[src/rtl/sample_fifo_if.sv]
// Producer/consumer streaming port of the sample FIFO controller.
// Valid/ready: a transfer happens on a rising edge where valid and ready are both 1; ready never depends on valid.
interface sample_fifo_if #(
  parameter int WORD_SIZE = 24
);
  logic                 in_valid;
  logic [WORD_SIZE-1:0] in_data;
  logic                 in_ready;
  logic                 out_valid;
  logic [WORD_SIZE-1:0] out_data;
  logic                 out_ready;

  modport slave (
    input  in_valid, in_data, out_ready,
    output in_ready, out_valid, out_data
  );

  modport master (
    output in_valid, in_data, out_ready,
    input  in_ready, out_valid, out_data
  );
endinterface

[src/rtl/sample_fifo_ctrl.sv]
// Streaming sample buffer on top of a single-port synchronous RAM: one RAM access per cycle,
// read has priority, and the one-cycle read latency is absorbed into an output register.
module sample_fifo_ctrl #(
  parameter int WORD_SIZE = 24,
  parameter int N_WORDS   = 512,
  localparam int AW       = $clog2(N_WORDS)
) (
  input  logic                 clk,
  input  logic                 reset,
  input  logic                 flush,
  sample_fifo_if.slave         s,
  output logic [AW:0]          level,
  output logic                 mem_we,
  output logic [AW-1:0]        mem_a,
  output logic [WORD_SIZE-1:0] mem_din,
  input  logic [WORD_SIZE-1:0] mem_dout
);

  localparam logic [AW-1:0] LAST_ADDR = AW'(N_WORDS - 1);
  localparam logic [AW:0]   FULL_CNT  = (AW+1)'(N_WORDS);

  logic [AW-1:0]        wr_ptr_q, wr_ptr_d;
  logic [AW-1:0]        rd_ptr_q, rd_ptr_d;
  logic [AW:0]          ram_cnt_q, ram_cnt_d;
  logic                 rd_pend_q, rd_pend_d;
  logic                 out_valid_q, out_valid_d;
  logic [WORD_SIZE-1:0] out_data_q, out_data_d;

  logic rd_issue;
  logic rd_en;
  logic wr_en;

  function automatic logic [AW-1:0] ptr_inc(input logic [AW-1:0] p);
    return (p == LAST_ADDR) ? '0 : p + 1'b1;
  endfunction

  // A read is only issued into an empty output stage, so capture never meets a pop.
  assign rd_issue   = (ram_cnt_q != '0) && !rd_pend_q && !out_valid_q;
  assign rd_en      = rd_issue && !flush;
  assign s.in_ready = !rd_issue && (ram_cnt_q != FULL_CNT) && !flush;
  assign wr_en      = s.in_valid && s.in_ready;

  assign mem_we  = wr_en;
  assign mem_a   = wr_en ? wr_ptr_q : rd_ptr_q;
  assign mem_din = wr_en ? s.in_data : '0;

  assign s.out_valid = out_valid_q;
  assign s.out_data  = out_data_q;
  assign level       = ram_cnt_q + {{AW{1'b0}}, rd_pend_q} + {{AW{1'b0}}, out_valid_q};

  always_comb begin
    wr_ptr_d    = wr_ptr_q;
    rd_ptr_d    = rd_ptr_q;
    ram_cnt_d   = ram_cnt_q;
    rd_pend_d   = 1'b0;
    out_valid_d = out_valid_q;
    out_data_d  = out_data_q;
    if (flush) begin
      wr_ptr_d    = '0;
      rd_ptr_d    = '0;
      ram_cnt_d   = '0;
      out_valid_d = 1'b0;
    end else begin
      if (wr_en) begin
        wr_ptr_d  = ptr_inc(wr_ptr_q);
        ram_cnt_d = ram_cnt_q + 1'b1;
      end
      if (rd_en) begin
        rd_ptr_d  = ptr_inc(rd_ptr_q);
        ram_cnt_d = ram_cnt_q - 1'b1;
        rd_pend_d = 1'b1;
      end
      if (rd_pend_q) begin
        out_valid_d = 1'b1;
        out_data_d  = mem_dout;
      end else if (out_valid_q && s.out_ready) begin
        out_valid_d = 1'b0;
      end
    end
  end

  always_ff @(posedge clk or posedge reset) begin
    if (reset) begin
      wr_ptr_q    <= '0;
      rd_ptr_q    <= '0;
      ram_cnt_q   <= '0;
      rd_pend_q   <= 1'b0;
      out_valid_q <= 1'b0;
      out_data_q  <= '0;
    end else begin
      wr_ptr_q    <= wr_ptr_d;
      rd_ptr_q    <= rd_ptr_d;
      ram_cnt_q   <= ram_cnt_d;
      rd_pend_q   <= rd_pend_d;
      out_valid_q <= out_valid_d;
      out_data_q  <= out_data_d;
    end
  end

endmodule

[src/flat_wrapper.sv]
// flat-port wrapper written by rule: the top's interface ports become plain ports
module sample_fifo_ctrl_flat 
#(
  parameter int WORD_SIZE = 24,
  parameter int N_WORDS   = 512,
  localparam int AW       = $clog2(N_WORDS)
)
  (clk, reset, flush, level, mem_we, mem_a, mem_din, mem_dout, s_in_valid, s_in_data, s_out_ready, s_in_ready, s_out_valid, s_out_data);
  sample_fifo_if #(.WORD_SIZE(WORD_SIZE)) s_i ();
  input  logic clk;
  input  logic reset;
  input  logic flush;
  output logic [AW:0] level;
  output logic mem_we;
  output logic [AW-1:0] mem_a;
  output logic [WORD_SIZE-1:0] mem_din;
  input  logic [WORD_SIZE-1:0] mem_dout;
  input wire logic [$bits(s_i.in_valid)-1:0] s_in_valid;
  input wire logic [$bits(s_i.in_data)-1:0] s_in_data;
  input wire logic [$bits(s_i.out_ready)-1:0] s_out_ready;
  output wire logic [$bits(s_i.in_ready)-1:0] s_in_ready;
  output wire logic [$bits(s_i.out_valid)-1:0] s_out_valid;
  output wire logic [$bits(s_i.out_data)-1:0] s_out_data;
  assign s_i.in_valid = s_in_valid;
  assign s_i.in_data = s_in_data;
  assign s_i.out_ready = s_out_ready;
  assign s_in_ready = s_i.in_ready;
  assign s_out_valid = s_i.out_valid;
  assign s_out_data = s_i.out_data;
  sample_fifo_ctrl #(.WORD_SIZE(WORD_SIZE), .N_WORDS(N_WORDS)) u_core (.clk(clk), .reset(reset), .flush(flush), .s(s_i), .level(level), .mem_we(mem_we), .mem_a(mem_a), .mem_din(mem_din), .mem_dout(mem_dout));
endmodule
[config.mk]
export PLATFORM = sky130hd
export DESIGN_NAME = sample_fifo_ctrl_flat
export DESIGN_NICKNAME = d
export VERILOG_FILES = /design/src/rtl/sample_fifo_if.sv /design/src/rtl/sample_fifo_ctrl.sv /design/src/flat_wrapper.sv
export SDC_FILE = /design/constraint.sdc
export NUM_CORES = 1
export LEC_CHECK = 0
export ABC_AREA = 0
export BUFFER_PORTS_ARGS = -buffer_cell sky130_fd_sc_hd__buf_2
export CAP_MARGIN = 20
export CORE_MARGIN = 4
export CORE_UTILIZATION = 30
export CTS_BUF_LIST = sky130_fd_sc_hd__clkbuf_8 sky130_fd_sc_hd__clkbuf_16
export DETAILED_ROUTE_END_ITERATION = 16
export PLACE_DENSITY = 0.53
export SLEW_MARGIN = 40
export SYNTH_ARGS = -nofsm -noshare
export SYNTH_HDL_FRONTEND = slang
export SYNTH_SLANG_ARGS = --single-unit
[constraint.sdc]
create_clock -name clk -period 4.1 [get_ports clk]
set_input_delay 0.41 -clock clk [delete_from_list [all_inputs] [get_ports clk]]
set_output_delay 0.41 -clock clk [all_outputs]
set_load 0.02 [all_outputs]
==> metrics.txt <==
Synth Cell Area approximately 3300 um^2; #FFs+latches synth 54; Clock Power Share 12.6%; Hold Path Sink u_core.s.out_data[11]; sw frac 46.4%; dpl cells between 500 and 600; iteration-0 DRC count of the detailed router 171; worst path arrival time 3.70 ns; Final HPWL DP 6870 um; post_cts resized 0; port bufs 122; synth unique cells 48; reg2reg path depth 10; CTS buffer count 5; routed len/inst 15.2 um; Mapped Cells 337; PnR Total Power roughly 2.9 mW; global-route wire length before repair between 10000 and 15000 um; Syn Nets 405; CTS H-Tree Depth 2; Reg2Reg Launch Point u_core.ram_cnt_q[5]; max layer used met4; largest net degree at the start of global routing 53; # rows 37; Synth area leaders dfrtp_1 (41%), mux2_2 (9.6%), and3_1 (7.0%); Hold Fails Final Rpt 0; setup repair bufs after CTS 0; I/O Pins 123; Clock Skew approximately 0.015 ns; sequential fraction of the synthesis area between 40 and 50%; multi-input logic area roughly 1800 um^2; critical path class reg2reg; CTS tree done; Max Clk Rate 0.291 GHz; crit path buf inv count 2; worst hold path type in2reg; CTS Hold Bufs 1; wire length on met1 4110 um; share of layout cells above drive strength 1 roughly two fifths; internal power 1.54 mW; clock slew at reported path FFs about 0.11 ns; global route overflow 0; Reg area 1350 um^2; worst slack, placed 0.723 ns; core region area 10500 um^2; Hold Startpoint mem_dout[11]; Worst-Margin Slew around 0.69 ns; Fillers 1065; # diodes 0; setup TNS 0 ns; CTS Buffer Depth 2; flop-to-flop setup slack 0.66 ns; YS warnings 0; die width 113 um; Max-Cap Viols 0; Crit Path Max Fanout 10; die height approximately 110 um; crit path from u_core.ram_cnt_q[5]; Crit-path slowest cell or4_4; initial antenna violation count 0; met3 wire length 290 um; final setup vio count 0; Yosys top cell by area dfrtp_1; Worst path top cell family by delay compound AO/OA/AOI/OAI gates; asr flop ratio synth 100%; worst hold path cell count 2; Root Driver clkbuf_8; crit path launch type flip-flop; worst relative slew slack 54.1%; outcome finished clean; P_leak 2.27 nW; Die ar. about 13000 um^2; DR vias 2963; DR WL met2 roughly 4600 um; proportion of power drawn by combinational gates between 50% and 60%; Worst VDD drop ~0.25 mV; post-route minimum period 3.44 ns; Psw 1.33 mW; RSZ-0062 raised after global routing false; Critical Path, Cell by Cell or4_4, o41ai_4, buf_4, inv_2, ha_1, o21ai_0, o21a_1, o31ai_1, mux2i_1, o22a_1; Area Overhead vs Synth 26.9%; PwrDens 686 nW/um^2; top cell type's share of synthesized area around two fifths; Post-synth EDFFs 0; GRT Util Overall 14.2%; vias per inst a little under 5; Initial Util 31.3%; Util after Layout between 30% and 40%; worst r2r dst u_core.ram_cnt_q[9]; number of remaining DRC errors 0; Max stage delay on crit path about 0.61 ns; most common flop cell mapped by yosys dfrtp_1; fin nets 527; Final ANT Viol Nets 0; most common cell after layout, fill and taps aside buf_2; global placement routability congestion 0.810; Final Instance Count excl. Fillers 596; synthesized area per cell around 10 um^2; DRT Wirelength 9050 um; Required @ worst endpoint between 4 and 5 ns; fin crit share 83.9%; most frequent cells in the layout buf_2 (122), dfrtp_1 (54), and3_1 (37); vias in the first global route 3018; Slew Viols, Final 0; Setup crit end kind flip-flop; Flop pwr share a little under a third; clk sinks 54; detailed-router iteration count before antenna repair 6; Worst Slack Setup Final between 0.6 and 0.7 ns; later-pin clock latency in the skew report just over 0.3 ns
cell type report:
| class | count | area share, % |
|---|---|---|
| clock inverter | 3 | 0.988 |
| inverter | 12 | 1.08 |
| clock buffer | 5 | 1.65 |
| multi-input combinational | 258 | 44.1 |
| tap | 136 | 4.07 |
| sequential | 54 | 32.3 |
| timing repair buffer | 128 | 15.8 |
worst max-delay path by stage:
stage	to	slack, ns	depth (start not counted)
2_1_floorplan	u_core.ram_cnt_q[9]	0.87	9
3_3_place_gp	u_core.ram_cnt_q[9]	0.81	10
3_5_place_dp	u_core.ram_cnt_q[9]	0.72	10
4_1_cts	u_core.ram_cnt_q[9]	0.70	10
5_1_grt	u_core.ram_cnt_q[9]	0.50	10
6_report	u_core.ram_cnt_q[9]	0.66	10
registers in the layout, summed over array words and instances (netlist names):
name,flops
u_core.ram_cnt_q,10
u_core.s.out_data,24
u_core.wr_ptr_q,9
u_core.s.out_valid,1
u_core.rd_pend_q,1
u_core.rd_ptr_q,9
layer usage:
metal / track usage, % / vias up
li1: - / 1475
met5: 0 / -
met1: 18.8 / 1430
met3: 2.73 / 4
met4: 2.88 / 0
met2: 24.3 / 54
stage by stage:
step | instance area, um^2 | hold WS (ns)
after floorplan | 3290 | 0.478
after global placement | 4050 | 0.258
final | 4180 | 0.331
after detailed placement | 4060 | 0.264
after global routing | 4180 | 0.308
after CTS | 4180 | 0.321
power groups by stage:
stage                     Clock, mW  Sequential [mW]  Combinational (mW)
after global placement            0            0.889                1.62
after detailed placement          0            0.897                1.63
after global routing          0.401            0.923                1.78
after CTS                     0.375            0.887                1.63
after floorplan                   0             1.01                1.03
final                         0.360            0.886                1.62
Yosys cell counts, drive strengths merged (3+ instances only):
cell / n
dfrtp: 54
and3: 37
nand2: 37
mux2: 28
nand3: 17
a21oi: 16
ha: 13
inv: 12
nor2: 11
o21ai: 10
clkbuf: 9
xnor2: 8
nor3: 7
or3: 7
a21o: 6
a22o: 5
a31oi: 5
o22ai: 5
buf: 4
or2: 4
xor2: 4
a211o: 3
nand2b: 3
nor2b: 3
o31ai: 3
logic make-up after synthesis:
family	Yosys count	synth area share, %
compound gates	68	14.8
xor+xnor	12	3.19
buf+inv	25	3.19
mux	30	10.2
fa+ha+maj	15	6.16
flops	54	41.0
simple gates	133	21.4
Power figures use the tool's default switching activity.
